<file path="src/rtl/pipeline_controller_pkg.sv">
// Shared definitions for the pipeline hazard/forwarding controller.
// Holds register codes, jump classes, forwarding selects, FSM states and the
// scoreboard entry layout used by pipeline_controller and dest_scoreboard.
package pipeline_controller_pkg;

    // Special register codes; GPRs occupy 0-7.
    localparam logic [3:0] REG_IH = 4'd8;
    localparam logic [3:0] REG_SP = 4'd9;
    localparam logic [3:0] REG_RA = 4'd10;

    typedef enum logic [2:0] {
        JMP_IDLE = 3'd0,
        JMP_EQZ  = 3'd1,
        JMP_NEZ  = 3'd2,
        JMP_TEQZ = 3'd3,
        JMP_TNEZ = 3'd4,
        JMP_JUMP = 3'd5,
        JMP_DB   = 3'd6
    } jump_e;

    localparam logic [1:0] FWD_RF  = 2'b00;
    localparam logic [1:0] FWD_EX  = 2'b01;
    localparam logic [1:0] FWD_MEM = 2'b10;
    localparam logic [1:0] FWD_WB  = 2'b11;

    typedef enum logic [1:0] {
        ST_RUN     = 2'd0,
        ST_LDSTALL = 2'd1,
        ST_MEMWAIT = 2'd2
    } state_e;

    typedef struct packed {
        logic [3:0] dst;
        logic       wr;
        logic       load;
        logic       mem;
    } sb_entry_t;

    // Jump classes that read idRegS in ID and therefore need its value there.
    function automatic logic reads_src_in_id(input logic [2:0] j);
        return (j >= 3'(JMP_EQZ)) && (j <= 3'(JMP_JUMP));
    endfunction

endpackage

</file>
<file path="src/rtl/dest_scoreboard.sv">
// Three-stage (EX/MEM/WB) destination shift register plus source match logic.
// Ports: shift/bubble control and ID entry in; forwarding selects, load-use,
// EX-hit-on-S and the mem flags of the EX/MEM entries out. Zero latency on matches.
module dest_scoreboard
    import pipeline_controller_pkg::*;
(
    input  logic       clk,
    input  logic       rst,
    input  logic       shift_i,
    input  logic       bubble_i,
    input  sb_entry_t  id_entry_i,
    input  logic [3:0] reg_s_i,
    input  logic [3:0] reg_m_i,
    input  logic       use_s_i,
    input  logic       use_m_i,
    output logic [1:0] fwd_s_o,
    output logic [1:0] fwd_m_o,
    output logic       load_use_o,
    output logic       ex_hit_s_o,
    output logic       ex_mem_o,
    output logic       mem_mem_o
);

    sb_entry_t ex_q, mem_q, wb_q;

    // Full 4-bit compare so IH/SP/RA forward exactly like GPRs.
    function automatic logic hit(input sb_entry_t e, input logic [3:0] r);
        return e.wr && (e.dst == r);
    endfunction

    // A load in EX has no data yet, so it falls through to older stages.
    function automatic logic [1:0] fwd_sel(input logic [3:0] r, input logic u,
                                           input sb_entry_t ex, input sb_entry_t mem,
                                           input sb_entry_t wb);
        if (!u)                        return FWD_RF;
        else if (hit(ex, r) && !ex.load) return FWD_EX;
        else if (hit(mem, r))          return FWD_MEM;
        else if (hit(wb, r))           return FWD_WB;
        else                           return FWD_RF;
    endfunction

    always_ff @(posedge clk or negedge rst) begin
        if (!rst) begin
            ex_q  <= '0;
            mem_q <= '0;
            wb_q  <= '0;
        end else if (shift_i) begin
            ex_q  <= bubble_i ? '0 : id_entry_i;
            mem_q <= ex_q;
            wb_q  <= mem_q;
        end
    end

    assign fwd_s_o    = fwd_sel(reg_s_i, use_s_i, ex_q, mem_q, wb_q);
    assign fwd_m_o    = fwd_sel(reg_m_i, use_m_i, ex_q, mem_q, wb_q);
    assign load_use_o = ex_q.load && ((use_s_i && hit(ex_q, reg_s_i)) ||
                                      (use_m_i && hit(ex_q, reg_m_i)));
    assign ex_hit_s_o = hit(ex_q, reg_s_i);
    assign ex_mem_o   = ex_q.mem;
    assign mem_mem_o  = mem_q.mem;

endmodule

</file>
<file path="src/rtl/pipeline_controller.sv">
// Pipeline hazard controller: forwarding selects, load-use/branch stalls, flushes
// and shared-memory arbitration (RUN/LDSTALL/MEMWAIT). Forwarding/stall decisions
// are combinational; memory grant and post-wait flush are registered.
module pipeline_controller
    import pipeline_controller_pkg::*;
(
    input  logic       clk,
    input  logic       rst,
    input  logic [3:0] idRegS,
    input  logic [3:0] idRegM,
    input  logic       idUseS,
    input  logic       idUseM,
    input  logic [3:0] idRegT,
    input  logic       idWrite,
    input  logic       idMemRead,
    input  logic       idMemWrite,
    input  logic [2:0] idJump,
    input  logic       idBranchTaken,
    input  logic       memReady,
    output logic       pcStall,
    output logic       ifidStall,
    output logic       ifidFlush,
    output logic       idexBubble,
    output logic       memGrantData,
    output logic [1:0] fwdS,
    output logic [1:0] fwdM
);

    state_e     state_q;
    logic       grant_q;
    logic       flush_q;
    logic       load_use, ex_hit_s, ex_mem, mem_mem;
    logic       stall;
    logic [1:0] fwd_s, fwd_m;
    sb_entry_t  id_entry;

    assign id_entry = '{dst: idRegT, wr: idWrite, load: idMemRead,
                        mem: idMemRead | idMemWrite};

    // The memory wait outranks any ID hazard.
    assign stall = !grant_q && (load_use || (reads_src_in_id(idJump) && ex_hit_s));

    // The bubble cycle still advances EX->MEM->WB; only the memory wait freezes it.
    dest_scoreboard u_sb (
        .clk        (clk),
        .rst        (rst),
        .shift_i    (!grant_q),
        .bubble_i   (stall),
        .id_entry_i (id_entry),
        .reg_s_i    (idRegS),
        .reg_m_i    (idRegM),
        .use_s_i    (idUseS),
        .use_m_i    (idUseM),
        .fwd_s_o    (fwd_s),
        .fwd_m_o    (fwd_m),
        .load_use_o (load_use),
        .ex_hit_s_o (ex_hit_s),
        .ex_mem_o   (ex_mem),
        .mem_mem_o  (mem_mem)
    );

    always_ff @(posedge clk or negedge rst) begin
        if (!rst) begin
            state_q <= ST_RUN;
            grant_q <= 1'b0;
            flush_q <= 1'b0;
        end else begin
            flush_q <= 1'b0;
            unique case (state_q)
                ST_RUN: begin
                    // A stalled instruction's memory access is picked up from LDSTALL.
                    if (stall) begin
                        state_q <= ST_LDSTALL;
                        grant_q <= 1'b0;
                    end else if (ex_mem) begin
                        state_q <= ST_MEMWAIT;
                        grant_q <= 1'b1;
                    end else begin
                        state_q <= ST_RUN;
                        grant_q <= 1'b0;
                    end
                end
                ST_LDSTALL: begin
                    state_q <= mem_mem ? ST_MEMWAIT : ST_RUN;
                    grant_q <= mem_mem;
                end
                ST_MEMWAIT: begin
                    // Fetch was starved during the wait, so the next IF/ID is junk.
                    if (memReady) begin
                        state_q <= ST_RUN;
                        grant_q <= 1'b0;
                        flush_q <= 1'b1;
                    end
                end
                default: begin
                    state_q <= ST_RUN;
                    grant_q <= 1'b0;
                end
            endcase
        end
    end

    // Gated by rst so every output is quiet while reset is held.
    assign memGrantData = grant_q;
    assign pcStall      = rst && (grant_q || stall);
    assign ifidStall    = rst && (grant_q || stall);
    assign idexBubble   = rst && stall;
    assign ifidFlush    = rst && !grant_q && (flush_q || (idBranchTaken && !stall));
    assign fwdS         = rst ? fwd_s : FWD_RF;
    assign fwdM         = rst ? fwd_m : FWD_RF;

endmodule

</file>
<file path="config.mk">
export PLATFORM = sky130hd
export DESIGN_NAME = pipeline_controller
export DESIGN_NICKNAME = d
export VERILOG_FILES = /design/src/rtl/pipeline_controller_pkg.sv /design/src/rtl/dest_scoreboard.sv /design/src/rtl/pipeline_controller.sv
export SDC_FILE = /design/constraint.sdc
export NUM_CORES = 1
export LEC_CHECK = 0
export ABC_CLOCK_PERIOD_IN_PS = 2000
export BUFFER_PORTS_ARGS = -buffer_cell sky130_fd_sc_hd__buf_4
export CAP_MARGIN = 30
export CORE_UTILIZATION = 37
export CTS_BUF_LIST = sky130_fd_sc_hd__clkbuf_8
export DETAILED_ROUTE_END_ITERATION = 16
export GPL_TIMING_DRIVEN = 1
export HOLD_SLACK_MARGIN = 0.1
export PLACE_DENSITY = 0.66
export SYNTH_ARGS = -nofsm -noshare
export SYNTH_HDL_FRONTEND = slang
export SYNTH_SLANG_ARGS = --single-unit
</file>
<file path="constraint.sdc">
create_clock -name clk -period 2 [get_ports clk]
set_input_delay 0.3 -clock clk [delete_from_list [all_inputs] [get_ports clk]]
set_output_delay 0.3 -clock clk [all_outputs]
set_load 0.02 [all_outputs]
</file>
==> impl_metrics.toml, run 1 <==
[outcome]
status = "finished, final reports clean"

[critical_path]
r2r_slack_ps = 280
path_delay_family = "compound AO/OA/AOI/OAI gates"
regToRegStartpoint = "u_sb.ex_q[3]$_DFFE_PN0N_"
critical_path.endpoint_type = "primary output"
critical_path_peak_fanout = 5
worstSetupEndpoint = "ifidFlush"
cp_common_cell = "sky130_fd_sc_hd__buf_6"
cp_data_required_time_ps = 1700
worst-path-stages = 7
worstPathArrival_ps = 1690
critPathSlowestCell = "sky130_fd_sc_hd__dfrtp_1"
crit_path_max_cell_delay_ps = 430
startpoint = "u_sb.ex_q[3]$_DFFE_PN0N_"
type_of_the_worst_setup_path = "reg -> out"
critical_path_buf_inv_count = 2
start_kind = "flop"
critical_path.reg2reg.endpoint = "u_sb.ex_q[1]$_DFFE_PN0N_"
worstPathCellList = "xnor2_1 -> o211ai_1 -> nor2_1 -> a31oi_2 -> buf_6 -> a32o_1 -> buf_6"
worst_r2r_path_depth = 8

[route]
initialDrtViolationCount = 22
ant_nets = 0
detailedRoute.firstPassIterationCount = 4
number_of_vias_per_cell = 4.882
route.detailed.wl_per_inst_um = 13.54
total_wire_length_after_detailed_routing_um = 2763
num_vias = 996
route.detailed.drc = 0

[hold_path]
min-delay-path-class = "in -> reg"

[synthesis]
syn-mean-instance-area_sq_um = 10.18
synthCells = 121
postSynthRegisterBits = 21
synth_cell_types = 30
synth_nets = 145
yosys_warnings = 0
synth_seq_area_share_pct = 42.68
syn_area_sq_um = 1231

[power_and_ir_drop]
combinational_cell_fraction_of_total_power_pct = 48.4
power_switching_share_pct = 37.97
total_switching_power_uw = 815.0
share_clk_of_total_power_pct = 12.8
power.density_cell_area_nw_per_um2 = 1295
share_seq_of_total_power_pct = 38.8
total_leakage_power_uw = 0.0007304
max-vdd-ir-drop_mv = 0.7149
cellInternalPower_uw = 1332

[place]
detailed_place_hpwl_um = 2058
placed_cell_area_sq_um = 1523
finalWeightedCongestion = 0.7998
port_buffers = 32
preCtsSetupSlack_ps = 80.72

[grt]
gr-total-overflow = 0
largest_net_degree_at_the_start_of_global_routing = 28
grt_use_total_pct = 17.67
number_of_antenna_violations_at_the_first_check_in_global_routing = 0
grt_pass1_vias = 1037
wire_length_of_the_first_global_routing_pass_um = 4657

[clock_tree]
clock_edge_transition_at_the_registers_on_the_reported_setup_and_hold_paths_ps = 80
cts.sinks = 21
clkLatencyLatePin_ps = 260
htreeDepth = 1
tritoncts_clock_tree = "done"
ctsLongestPathBuffers = 2
root_buffer = "sky130_fd_sc_hd__clkbuf_8"
cts-buffers-inserted = 3

[layout]
design_area_sq_um = 1658
layout-drive-gt1-share_pct = 43.75
flow.area_growth_from_synthesis_pct = 34.65
n_antenna_cell = 0
nets = 185
fillerInstances = 299

[timing]
final_period_minus_worst_setup_slack_ps = 1993
totalNegativeSetupSlack_ps = 0
report.final.slew_viol_count = 0
max_freq_mhz = 501.8
finalHoldViolations = 0
worst_slack_ps = 7.053
slew_headroom_pct = 75.11
rsz0062_at_grt = "yes"
final-setup-viol-count = 0
worst_clock_skew_ps = 7.361
worst_slew_pin_slew_ps = 372.9
timing.hold.ws_ps = 274.2
period_share_pct = 99.65

[floorplanning]
coreArea_sq_um = 3103
row_count = 20
floorplan.die_area_sq_um = 3562
num_io_pins = 33
chipWidth_um = 59.69
fp.dieH_um = 59.69
starting_density_pct = 39.68

[flow_run]
drv_cap = 0
-- synthesized netlist by cell type, drive strengths merged --
cell / count / share of area, %
nor3b: 2 / 1.2
dfrtp: 21 / 43
and2: 5 / 2.5
clkbuf: 2 / 0.61
xnor2: 10 / 7.1
or3: 1 / 0.51
mux2: 10 / 9.1
a31o: 7 / 5.0
nand3: 5 / 2.0
inv: 2 / 0.61
a32o: 1 / 0.81
a22oi: 1 / 1.0
a21oi: 3 / 1.2
o211ai: 1 / 0.61
nor2: 8 / 2.4
nor3: 6 / 2.4
a22o: 1 / 0.71
and3: 1 / 0.51
a21boi: 1 / 0.61
nand2: 10 / 3.0
a31oi: 1 / 1.0
buf: 3 / 1.8
nor2b: 2 / 1.0
nor4: 2 / 1.0
o31ai: 1 / 0.61
xor2: 13 / 9.2
o21ai: 1 / 0.41
-- flip-flops by register name, indices dropped and copies added, names as in the netlist --
signal	cells
u_sb.mem_q	5
flush_q	1
u_sb.ex_q	6
state_q	2
u_sb.mem_mem_o	1
u_sb.ex_mem_o	1
u_sb.wb_q	5
-- per-layer routing --
metal	vias up	global-route usage [%]	part of all wire, %
li1	497	-	-
met1	464	22.54	45
met2	31	30.63	50
met3	4	2.814	4.6
met4	0	5.316	0.83
met5	-	0	0
-- worst reg2reg max path, cell delays in order (launching register included) --
cell and delay (ps):
sky130_fd_sc_hd__dfrtp_1 430, sky130_fd_sc_hd__xnor2_1 150, sky130_fd_sc_hd__o211ai_1 140, sky130_fd_sc_hd__nor2_1 140
sky130_fd_sc_hd__a31oi_2 110, sky130_fd_sc_hd__buf_6 150, sky130_fd_sc_hd__buf_4 130, sky130_fd_sc_hd__buf_4 150
sky130_fd_sc_hd__a31o_2 240
-- stage by stage --
step | utilization (%) | power, uW | instances
4_1_cts | 52.18 | 2128 | 203
2_1_floorplan | - | 1532 | 121
6_report | 53.43 | 2147 | 204
3_3_place_gp | 49.07 | 1762 | 195
5_1_grt | 53.43 | 2325 | 204
3_5_place_dp | 49.07 | 1797 | 195
-- layout make-up --
cell class / count / area [sq um] / share of cell area, %
Tap cell: 44 / 55.05 / 3.321
Multi-Input combinational cell: 93 / 709.4 / 42.79
Sequential cell: 21 / 525.5 / 31.70
Clock buffer: 3 / 41.29 / 2.491
Timing Repair Buffer: 40 / 314.1 / 18.94
Clock inverter: 1 / 5.005 / 0.3019
Inverter: 2 / 7.507 / 0.4528
-- worst min-delay path by stage --
stage                  from                  endpoint  depth (start not counted)
CTS                 idWrite  u_sb.ex_q[2]$_DFFE_PN0N_                          2
global route        idWrite  u_sb.ex_q[2]$_DFFE_PN0N_                          2
finish              idWrite  u_sb.ex_q[2]$_DFFE_PN0N_                          2
floorplan               rst         flush_q$_DFF_PN0_                          0
global placement        rst  u_sb.wb_q[4]$_DFFE_PN0N_                          1
detailed placement      rst  u_sb.wb_q[4]$_DFFE_PN0N_                          1
-- placed cells by master (no fill, tap or decap), drive strengths merged --
cell	count
xor2	13
a22o	1
nor3b	2
nor2	8
dlygate4sd3	1
xnor2	10
clkbuf	3
buf	39
nor3	6
nor2b	2
inv	2
a31o	7
mux2	10
o211ai	1
nand2	10
and3	1
a21oi	3
dfrtp	21
or3	1
and2	5
a32o	1
a31oi	1
clkinv	1
nand3	5
nor4	2
o31ai	1
a21boi	1
a22oi	1
o21ai	1
-- repair_timing --
item / in CTS / in global routing
endpoints found under the setup margin: 4 / 8
hold buffers: 1 / 0
resized for setup: 4 / 7
endpoints found under the hold margin: 21 / 0
pin swaps: 9 / 5
setup buffers: 3 / 1
-- power by group through the flow --
stage               registers [uW]  logic, uW  clock network [uW]
global placement               833        930                   0
CTS                            834       1000                 291
detailed placement             846        952                   0
finish                         832       1040                 275
floorplan                      812        720                   0
global route                   866       1150                 309
-- cells by family (layout without fill, tap and decap cells) --
family	Yosys count	count (layout)	synth area share, %
buffers and inverters	7	46	3.049
and+or+nand+nor	42	42	16.77
xor gates and xnor gates	23	23	16.36
muxes	10	10	9.147
AOI/OAI and AO/OA	18	18	11.99
DFF	21	21	42.68
(Power assumes the default switching activity.)
==> run 2, diff against run 1 <==
--- a/config.mk
+++ b/config.mk
@@ -8,12 +8,14 @@
 export ABC_CLOCK_PERIOD_IN_PS = 2000
 export BUFFER_PORTS_ARGS = -buffer_cell sky130_fd_sc_hd__buf_4
 export CAP_MARGIN = 30
-export CORE_UTILIZATION = 37
+export CELL_PAD_IN_SITES_DETAIL_PLACEMENT = 1
+export CELL_PAD_IN_SITES_GLOBAL_PLACEMENT = 2
+export CORE_UTILIZATION = 33
 export CTS_BUF_LIST = sky130_fd_sc_hd__clkbuf_8
 export DETAILED_ROUTE_END_ITERATION = 16
 export GPL_TIMING_DRIVEN = 1
 export HOLD_SLACK_MARGIN = 0.1
-export PLACE_DENSITY = 0.66
+export PLACE_DENSITY = 0.87
 export SYNTH_ARGS = -nofsm -noshare
 export SYNTH_HDL_FRONTEND = slang
 export SYNTH_SLANG_ARGS = --single-unit
==> impl_metrics.toml, run 2 (synthesis gave the netlist of run 1 again) <==
[outcome]
status = "complete, but fails checks"
failed_checks = "negative setup slack"

[critical_path]
worstPathCellList = "buf_4 -> xnor2_1 -> nand2_1 -> nor3_2 -> a31oi_2 -> buf_4 -> a32o_2 -> buf_6"
type_of_the_worst_setup_path = "reg -> out"
cp_data_required_time_ps = 1700
cp_common_cell = "sky130_fd_sc_hd__buf_4"
regToRegStartpoint = "u_sb.ex_q[4]$_DFFE_PN0N_"
r2r_slack_ps = 260
worst_r2r_path_depth = 8
worstPathArrival_ps = 1890
critical_path.reg2reg.endpoint = "u_sb.ex_q[1]$_DFFE_PN0N_"
critPathSlowestCell = "sky130_fd_sc_hd__dfrtp_1"
critical_path_peak_fanout = 4
critical_path.endpoint_type = "primary output"
start_kind = "flop"
crit_path_max_cell_delay_ps = 380

[clock_tree]
root_buffer = "sky130_fd_sc_hd__clkbuf_8"
cts.sinks = 21
ctsLongestPathBuffers = 2
tritoncts_clock_tree = "done"
clkLatencyLatePin_ps = 260
clock_edge_transition_at_the_registers_on_the_reported_setup_and_hold_paths_ps = 80
cts-buffers-inserted = 3
htreeDepth = 1

[timing]
worst_slack_ps = -185.4
period_share_pct = 109.3
max_freq_mhz = 457.6
report.final.slew_viol_count = 0
slew_headroom_pct = 74.17
rsz0062_at_grt = "yes"
final-setup-viol-count = 4
finalHoldViolations = 0
worst_clock_skew_ps = 5.836
worst_slew_pin_slew_ps = 387.1
final_period_minus_worst_setup_slack_ps = 2185

[hold_path]
min_path_cells = 2
min-delay-path-class = "in -> reg"
worst_hold_path.endpoint = "u_sb.ex_q[6]$_DFFE_PN0N_"
hold_path.startpoint = "idRegT[3]"

[floorplanning]
floorplan.die_area_sq_um = 3979
num_io_pins = 33
coreArea_sq_um = 3442
fp.dieH_um = 63.08
starting_density_pct = 35.77
row_count = 21
chipWidth_um = 63.08

[place]
detailed_place_hpwl_um = 2454
port_buffers = 32
finalWeightedCongestion = 0.7510

[route]
route.detailed.wl_per_inst_um = 15.90
ant_nets = 0
total_wire_length_after_detailed_routing_um = 3276
route.detailed.drc = 0
detailedRoute.firstPassIterationCount = 4
number_of_vias_per_cell = 5.024
num_vias = 1035
initialDrtViolationCount = 10

[grt]
grt_pass1_vias = 1180
grt_use_total_pct = 17.33
gr-total-overflow = 0
largest_net_degree_at_the_start_of_global_routing = 28
wire_length_of_the_first_global_routing_pass_um = 5382
number_of_antenna_violations_at_the_first_check_in_global_routing = 0

[power_and_ir_drop]
total_leakage_power_uw = 0.0007374
post-layout-total-power_uw = 2203
power.density_cell_area_nw_per_um2 = 1323
max-vdd-ir-drop_mv = 0.6198

[layout]
largest_register_ffs = 6
layout-drive-gt1-share_pct = 44.38
registers.top_by_ff_count = "u_sb.ex_q"
fillerInstances = 405
nets = 185
ff_latch_area_sq_um = 526.8
flow.area_growth_from_synthesis_pct = 35.26
final_common_cell = "sky130_fd_sc_hd__buf_4"
reg_top3 = "u_sb.ex_q: 6 flops, u_sb.mem_q: 5 flops, u_sb.wb_q: 5 flops"
multi_input_comb_area_sq_um = 713.2
mostFrequentLayoutCells = "sky130_fd_sc_hd__buf_4, sky130_fd_sc_hd__dfrtp_1, sky130_fd_sc_hd__xor2_1"
finalCoreUtilization_pct = 48.38
n_antenna_cell = 0

[flow_run]
drv_cap = 0
run 2: metrics by stage:
stage / worst slack (ps) / cell area (sq um) / TNS (ps) / instances / hold slack (ps)
after floorplan: 77.27 / 1235 / 0 / 121 / 4.409
after global placement: 67.17 / 1533 / 0 / 198 / 218.2
after detailed placement: 33.01 / 1533 / 0 / 198 / 221.8
after CTS: -146.8 / 1633 / -464.7 / 205 / 273.8
after global routing: -272.9 / 1665 / -1071 / 206 / 274.0
final: -185.4 / 1665 / -548.9 / 206 / 278.5
run 2: how the worst max path moves through the flow:
stage	start	endpoint	slack, ps	cells past startpoint
after detailed placement	idJump[1]	ifidFlush	30	8
after global routing	u_sb.ex_q[3]$_DFFE_PN0N_	ifidFlush	-270	7
after floorplan	u_sb.ex_q[5]$_DFFE_PN0N_	idexBubble	80	6
after CTS	u_sb.ex_q[3]$_DFFE_PN0N_	ifidFlush	-150	7
after global placement	idJump[1]	ifidFlush	70	8
final	u_sb.ex_q[4]$_DFFE_PN0N_	ifidFlush	-190	8
run 2: critical path: cells and delay by family, from the launching register on:
kind	cells	cell delay, ps
compound gates	2	310
xor+xnor	1	140
buf+inv	3	450
flops	1	380
simple gates	2	340
run 2: final cells by class:
class                           count  share of cell area [%]
Timing Repair Buffer               40                   18.86
Sequential cell                    21                   31.63
Multi-Input combinational cell     93                   42.82
Tap cell                           46                   3.456
Inverter                            2                  0.4508
Clock inverter                      1                  0.3005
Clock buffer                        3                   2.479
run 2: where the power goes:
| part | switching, uW | internal, uW |
|---|---|---|
| clock | 143 | 139 |
| combinational | 477 | 572 |
| sequential | 242 | 630 |
| total | 862 | 1340 |
run 2: repair_timing:
item	in CTS	in global routing
hold buffers	1	0
buffers inserted	2	1
setup endpoints to repair	6	8
gates resized for setup	6	6
hold endpoints to repair	21	0
pin swaps	7	6
run 2: per-layer routing:
metal  GRT usage [%]  up-vias  part of all wire [%]
met2           33.06       28                    54
li1                -      496                     -
met3           2.717        2                   3.6
met1           19.80      509                    42
met4           4.070        0                  0.43
met5               0        -                     0
